[config.mk]
export PLATFORM = sky130hd
export DESIGN_NAME = tdm_demux4_flat
export DESIGN_NICKNAME = d
export VERILOG_FILES = /design/src/rtl/tdm_demux4_pkg.sv /design/src/rtl/tdm_demux4_if.sv /design/src/rtl/tdm_demux4_slot_dmux4.sv /design/src/rtl/tdm_demux4.sv /design/src/flat_wrapper.sv
export SDC_FILE = /design/constraint.sdc
export NUM_CORES = 1
export LEC_CHECK = 0
export ABC_AREA = 1
export BUFFER_PORTS_ARGS = -buffer_cell sky130_fd_sc_hd__buf_2
export CAP_MARGIN = 20
export CORE_MARGIN = 2
export CORE_UTILIZATION = 25
export DETAILED_ROUTE_END_ITERATION = 7
export GPL_TIMING_DRIVEN = 0
export PLACE_DENSITY = 0.48
export SYNTH_ARGS = -nofsm -noshare
export SYNTH_HDL_FRONTEND = slang
export SYNTH_HIERARCHICAL = 1
export SYNTH_SLANG_ARGS = --single-unit
[constraint.sdc]
create_clock -name clk -period 1.58 [get_ports clk]
set_clock_uncertainty 0.15 [all_clocks]
set_input_delay 0.079 -clock clk [delete_from_list [all_inputs] [get_ports clk]]
set_output_delay 0.079 -clock clk [all_outputs]
set_load 0.02 [all_outputs]
[src/rtl/tdm_demux4_pkg.sv]
// ---------------------------------------------------------------------------
// tdm_demux4_pkg
// Shared constants and types for the 4-slot TDM demultiplexer.
//   DEFAULT_WIDTH : default sample / channel data width
//   CH_COUNT      : number of time slots per frame (fixed at 4)
//   state_e       : frame-alignment FSM states (HUNT / RUN)
// ---------------------------------------------------------------------------
package tdm_demux4_pkg;

  localparam int DEFAULT_WIDTH = 16;
  localparam int CH_COUNT      = 4;

  // HUNT waits for a sync-marked sample; RUN walks the slot counter.
  typedef enum logic {
    HUNT = 1'b0,
    RUN  = 1'b1
  } state_e;

endpackage : tdm_demux4_pkg

[src/rtl/tdm_demux4_if.sv]
// ---------------------------------------------------------------------------
// tdm_demux4_if
// Bundles the TDM input stream and the per-channel outputs of tdm_demux4.
//   in_data/in_valid/in_sync : incoming time-slot sample, qualifier, slot-0 mark
//   ch0_data..ch3_data       : last captured sample per channel
//   ch_valid                 : one-hot pulse, channel just updated
//   frame_done               : pulse after slot 3 is captured
//   sync_err                 : pulse on sync seen in an unexpected slot
//   locked                   : high while frame alignment is held
// Modports: master drives the stream (source / bench), slave is the demux.
// ---------------------------------------------------------------------------
interface tdm_demux4_if #(
  parameter int WIDTH = tdm_demux4_pkg::DEFAULT_WIDTH
);

  logic [WIDTH-1:0] in_data;
  logic             in_valid;
  logic             in_sync;
  logic [WIDTH-1:0] ch0_data;
  logic [WIDTH-1:0] ch1_data;
  logic [WIDTH-1:0] ch2_data;
  logic [WIDTH-1:0] ch3_data;
  logic [3:0]       ch_valid;
  logic             frame_done;
  logic             sync_err;
  logic             locked;

  modport master (
    output in_data, in_valid, in_sync,
    input  ch0_data, ch1_data, ch2_data, ch3_data,
    input  ch_valid, frame_done, sync_err, locked
  );

  modport slave (
    input  in_data, in_valid, in_sync,
    output ch0_data, ch1_data, ch2_data, ch3_data,
    output ch_valid, frame_done, sync_err, locked
  );

endinterface : tdm_demux4_if

[src/rtl/tdm_demux4_slot_dmux4.sv]
// ---------------------------------------------------------------------------
// slot_dmux4
// Decodes a 2-bit slot select into four one-hot channel enables.
//   sel_i : slot number 0..3
//   en_i  : global enable; all outputs low when deasserted
//   en_o  : one-hot enables, bit n set when en_i and sel_i == n
// ---------------------------------------------------------------------------
module slot_dmux4 (
  input  logic [1:0] sel_i,
  input  logic       en_i,
  output logic [3:0] en_o
);

  // Purely combinational decode; at most one bit can ever be set.
  always_comb begin
    en_o = 4'b0000;
    if (en_i) begin
      en_o[sel_i] = 1'b1;
    end
  end

endmodule : slot_dmux4

[src/rtl/tdm_demux4.sv]
// ---------------------------------------------------------------------------
// tdm_demux4
// Splits a 4-slot TDM sample stream into four registered channels.
//   clk   : single clock, all state changes on its rising edge
//   rst_n : synchronous active-low reset
//   bus   : tdm_demux4_if.slave (input stream + channel outputs)
// In HUNT only a sync-marked sample is accepted (as slot 0). In RUN every
// valid sample goes to the current slot; a sync in a non-zero slot realigns
// the frame to slot 0 and raises sync_err. All outputs are registered.
// ---------------------------------------------------------------------------
module tdm_demux4
  import tdm_demux4_pkg::*;
#(
  parameter int WIDTH  = DEFAULT_WIDTH,
  parameter int NUM_CH = CH_COUNT
) (
  input  logic        clk,
  input  logic        rst_n,
  tdm_demux4_if.slave bus
);

  state_e           state_q, state_d;
  logic [1:0]       slot_q, slot_d;
  logic [WIDTH-1:0] chData_q [NUM_CH];
  logic [3:0]       chValid_q;
  logic             frameDone_q;
  logic             syncErr_q;

  logic             accept;
  logic             resync;
  logic [1:0]       sel;
  logic [3:0]       chEn;

  // A sample is taken when valid and either already aligned or sync-marked.
  // A sync always forces slot 0, which also covers the HUNT entry case
  // (slot is 0 there anyway). Slot and state only move on accepted samples,
  // so in_valid low freezes everything.
  always_comb begin
    accept  = bus.in_valid && ((state_q == RUN) || bus.in_sync);
    sel     = bus.in_sync ? 2'd0 : slot_q;
    resync  = bus.in_valid && bus.in_sync && (state_q == RUN) && (slot_q != 2'd0);
    slot_d  = slot_q;
    state_d = state_q;
    if (accept) begin
      slot_d  = sel + 2'd1;
      state_d = RUN;
    end
  end

  slot_dmux4 u_slot_dmux4 (
    .sel_i (sel),
    .en_i  (accept),
    .en_o  (chEn)
  );

  // State, slot counter, channel registers and the pulse outputs. The pulses
  // are simply the registered enables, so they last exactly one cycle and
  // frame_done lines up with the slot-3 capture.
  always_ff @(posedge clk) begin
    if (!rst_n) begin
      state_q     <= HUNT;
      slot_q      <= 2'd0;
      chValid_q   <= 4'b0000;
      frameDone_q <= 1'b0;
      syncErr_q   <= 1'b0;
      for (int i = 0; i < NUM_CH; i++) begin
        chData_q[i] <= '0;
      end
    end else begin
      state_q     <= state_d;
      slot_q      <= slot_d;
      chValid_q   <= chEn;
      frameDone_q <= chEn[3];
      syncErr_q   <= resync;
      for (int i = 0; i < NUM_CH; i++) begin
        if (chEn[i]) begin
          chData_q[i] <= bus.in_data;
        end
      end
    end
  end

  assign bus.ch0_data   = chData_q[0];
  assign bus.ch1_data   = chData_q[1];
  assign bus.ch2_data   = chData_q[2];
  assign bus.ch3_data   = chData_q[3];
  assign bus.ch_valid   = chValid_q;
  assign bus.frame_done = frameDone_q;
  assign bus.sync_err   = syncErr_q;
  assign bus.locked     = (state_q == RUN);

endmodule : tdm_demux4

[src/flat_wrapper.sv]
// flat-port wrapper written by rule: the top's interface ports become plain ports
module tdm_demux4_flat import tdm_demux4_pkg::*;
#(
  parameter int WIDTH  = DEFAULT_WIDTH,
  parameter int NUM_CH = CH_COUNT
)
  (clk, rst_n, bus_in_data, bus_in_valid, bus_in_sync, bus_ch0_data, bus_ch1_data, bus_ch2_data, bus_ch3_data, bus_ch_valid, bus_frame_done, bus_sync_err, bus_locked);
  tdm_demux4_if #(.WIDTH(WIDTH)) bus_i ();
  input  logic clk;
  input  logic rst_n;
  input wire logic [$bits(bus_i.in_data)-1:0] bus_in_data;
  input wire logic [$bits(bus_i.in_valid)-1:0] bus_in_valid;
  input wire logic [$bits(bus_i.in_sync)-1:0] bus_in_sync;
  output wire logic [$bits(bus_i.ch0_data)-1:0] bus_ch0_data;
  output wire logic [$bits(bus_i.ch1_data)-1:0] bus_ch1_data;
  output wire logic [$bits(bus_i.ch2_data)-1:0] bus_ch2_data;
  output wire logic [$bits(bus_i.ch3_data)-1:0] bus_ch3_data;
  output wire logic [$bits(bus_i.ch_valid)-1:0] bus_ch_valid;
  output wire logic [$bits(bus_i.frame_done)-1:0] bus_frame_done;
  output wire logic [$bits(bus_i.sync_err)-1:0] bus_sync_err;
  output wire logic [$bits(bus_i.locked)-1:0] bus_locked;
  assign bus_i.in_data = bus_in_data;
  assign bus_i.in_valid = bus_in_valid;
  assign bus_i.in_sync = bus_in_sync;
  assign bus_ch0_data = bus_i.ch0_data;
  assign bus_ch1_data = bus_i.ch1_data;
  assign bus_ch2_data = bus_i.ch2_data;
  assign bus_ch3_data = bus_i.ch3_data;
  assign bus_ch_valid = bus_i.ch_valid;
  assign bus_frame_done = bus_i.frame_done;
  assign bus_sync_err = bus_i.sync_err;
  assign bus_locked = bus_i.locked;
  tdm_demux4 #(.WIDTH(WIDTH), .NUM_CH(NUM_CH)) u_core (.clk(clk), .rst_n(rst_n), .bus(bus_i));
endmodule
==> results.tsv <==
metric	value	unit
p_sw_share	22.9	%
cts_tree	yes	
path_class	in2reg	
die_x	107	µm
max_slew.worst_pin.slew	0.285	ns
antenna_found_initial	0	
endpoint_kind	register	
yosys.area_share.adder	0	%
synth_nets	222	
synth_edf_count	64	
syn2layout_area_growth	48.9	%
clk_pin_slew_worst_paths	0.07	ns
maxCapViolCount	0	
synthSimpleGateAreaFrac	14.1	%
hpwl	4400	µm
initial_utilization	25.7	%
synthMuxAreaShare	0	%
cts-root-buf	clkbuf_8	
maxSlewViolCount	0	
cts_sinks	72	
clkPwrFrac	39.9	%
fin_crit	1.54	ns
ios	91	
fill_cells	1042	
hold_path.class	in2reg	
p_per_area	1110	mW/mm²
ys_seq_elements	72	
cts_max_path_buffers	2	
r2r_slack	0.05	ns
fin_cells	479	
p_switching	997	µW
peakVddDrop	0.000466	V
grt_overflow	0	
drive_gt1_share	43.4	%
drc_errors	0	
grt_max_degree	17	
p_int	3.36	mW
diodes	0	
hold_viol_final	0	
cp_max_fo	4	
synth_compound_area_share	0.759	%
firstDrtPassIters	4	
ant_nets	0	
critPathLaunch	bus_in_valid	
endpoint	u_core/chData_q[3][1]	
viasPerCell	4.00	
worstReg2RegEnd	u_core/chData_q[2][1]	
rows	37	
async_reset_ff_share	0	%
port_buffers	89	
grt_pass1_wl	9900	µm
seqPwrFrac	50.1	%
finalWorstSetupSlack	0.0444	ns
synth_seq_area_share	78.9	%
synth_xor_area_share	0	%
multi_input_area	495	µm²
syn_inst	202	
synth_flop_cell	edfxtp_1	
grt_pass1_vias	1840	
gp_congestion	0.750	
crit_required	1.55	ns
grt_util_all_layers	12.0	%
synth_area	0.00264	mm²
regArea	0.00209	mm²
outcome	completed	
relSlewSlack	81.0	%
cts.htree.levels	3	
finalSetupViolCount	0	
clk_latency	0.35	ns
cp.arrival	1.50	ns
pwr-share-comb	10.0	%
die_h	107	µm
route.vias.total	1917	
place_ws	-0.0619	ns
cts_buffers	9	
fmax	651	MHz
yosysUniqueCellTypes	14	
core_region_area	0.0103	mm²
synth_top_family_by_area	simple AND/OR/NAND/NOR gates	
drt_iter0_drc	59	
wl_per_cell	14.6	µm
start_kind	primary input	
setup_tns	0	ns
p_leak	1.84	nW
reg2reg_from	u_core/slot_q[1]	
dieArea	0.0114	mm²
wl	7010	µm
fin_nets	358	
synth_warnings	6	
min_period_over_period	97.2	%
syn-mean-instance-area	13.1	µm²
rsz0062_at_grt	yes	
r2r_cells	5	
dp.cells	427	
[placed cells by master (no fill, tap or decap), types with 2 or more instances in the layout]
| master | Yosys | final |
|---|---|---|
| dfxtp_1 | 8 | 5 |
| nand3_1 | 2 | 2 |
| buf_12 | 0 | 2 |
| nor2_2 | 0 | 6 |
| nor2_4 | 0 | 5 |
| o21ai_0 | 3 | 2 |
| edfxtp_1 | 64 | 64 |
| or2_4 | 0 | 7 |
| nand2_1 | 8 | 6 |
| inv_1 | 28 | 27 |
| dfxtp_2 | 0 | 3 |
| nand2_2 | 4 | 4 |
| buf_4 | 2 | 12 |
| buf_2 | 0 | 89 |
| bufinv_16 | 0 | 3 |
| nor2_1 | 72 | 61 |
| clkbuf_8 | 0 | 9 |
| buf_6 | 4 | 3 |
| dlygate4sd3_1 | 0 | 20 |
| nand2_4 | 0 | 2 |
[cells in the mapped netlist (2+ instances only)]
cell | instances | share of area (%)
buf_4 | 2 | 0.57
buf_6 | 4 | 1.7
dfxtp_1 | 8 | 6.1
edfxtp_1 | 64 | 73
inv_1 | 28 | 4.0
nand2_1 | 8 | 1.1
nand2_2 | 4 | 0.95
nand3_1 | 2 | 0.38
nor2_1 | 72 | 10
o21ai_0 | 3 | 0.57
or2_2 | 4 | 0.95
[area by class of cell]
| cell class | instances | area share (%) |
|---|---|---|
| well taps | 136 | 4.33 |
| repair buffers | 122 | 19.7 |
| inverters | 28 | 2.68 |
| clock inverters | 6 | 2.74 |
| clock buffers | 10 | 3.25 |
| flip-flops and latches | 72 | 53.1 |
| plain buffers | 6 | 1.62 |
| multi-input cells | 99 | 12.6 |
[cells by family (layout without fill, tap and decap cells)]
| kind of cell | count (synthesis) | in the layout |
|---|---|---|
| buffers and inverters | 34 | 172 |
| AO/OA/AOI/OAI | 4 | 4 |
| AND/OR/NAND/NOR | 92 | 95 |
| flip-flops | 72 | 72 |
[worst max-delay path: stages]
cell and delay (ns):
dlygate4sd3_1 0.53, buf_2 0.15, o21ai_1 0.07, inv_1 0.08
nand2_2 0.12, nor2_4 0.06, or2_4 0.26, buf_4 0.16
[layer usage]
layer / up-vias / global-route usage, % / part of all wire, %
li1: 925 / - / -
met2: 87 / 19.2 / 46
met4: 0 / 4.17 / 1.3
met3: 9 / 4.19 / 7.3
met5: - / 0 / 0
met1: 896 / 15.0 / 45
[power groups by stage]
stage	Clock, mW	Combinational [mW]	Sequential [mW]
4_1_cts	1.78	0.417	2.18
6_report	1.74	0.436	2.18
5_1_grt	1.87	0.469	2.19
2_1_floorplan	0	0.0948	2.33
3_3_place_gp	0	0.354	2.22
3_5_place_dp	0	0.356	2.22
[worst min path at each step]
stage,slack (ns),cells past startpoint,startpoint,endpoint
6_report,0.20,5,bus_in_sync,u_core/slot_q[1]
5_1_grt,0.22,5,bus_in_sync,u_core/slot_q[1]
4_1_cts,0.22,7,bus_in_sync,u_core/bus.ch_valid[3]
3_5_place_dp,0.23,3,rst_n,u_core/bus.locked
3_3_place_gp,0.23,3,rst_n,u_core/bus.locked
2_1_floorplan,0.07,2,bus_in_sync,u_core/bus.sync_err
[registers in the layout, indices dropped and copies added, names as in the netlist]
register,cells
u_core/chData_q,64
u_core/bus.sync_err,1
u_core/bus.ch_valid,4
u_core/slot_q,2
u_core/bus.locked,1
[stage by stage]
stage | util (%) | hold WS (ns) | total power [mW] | instance area, µm²
3_3_place_gp | 31.8 | 0.232 | 2.58 | 3260
2_1_floorplan | - | 0.0711 | 2.43 | 2650
6_report | 38.2 | 0.203 | 4.35 | 3930
5_1_grt | 38.2 | 0.220 | 4.52 | 3930
3_5_place_dp | 31.8 | 0.229 | 2.58 | 3260
4_1_cts | 37.1 | 0.218 | 4.38 | 3810
[what timing repair did]
item,4_1_cts,5_1_grt
setup endpoints to repair,61,94
cloned,1,2
pin swaps,6,5
setup buffers,6,6
gates resized for setup,9,21
endpoints found under the hold margin,68,0
hold buffers,21,0
Note: power is estimated with default switching activity, not from simulation.
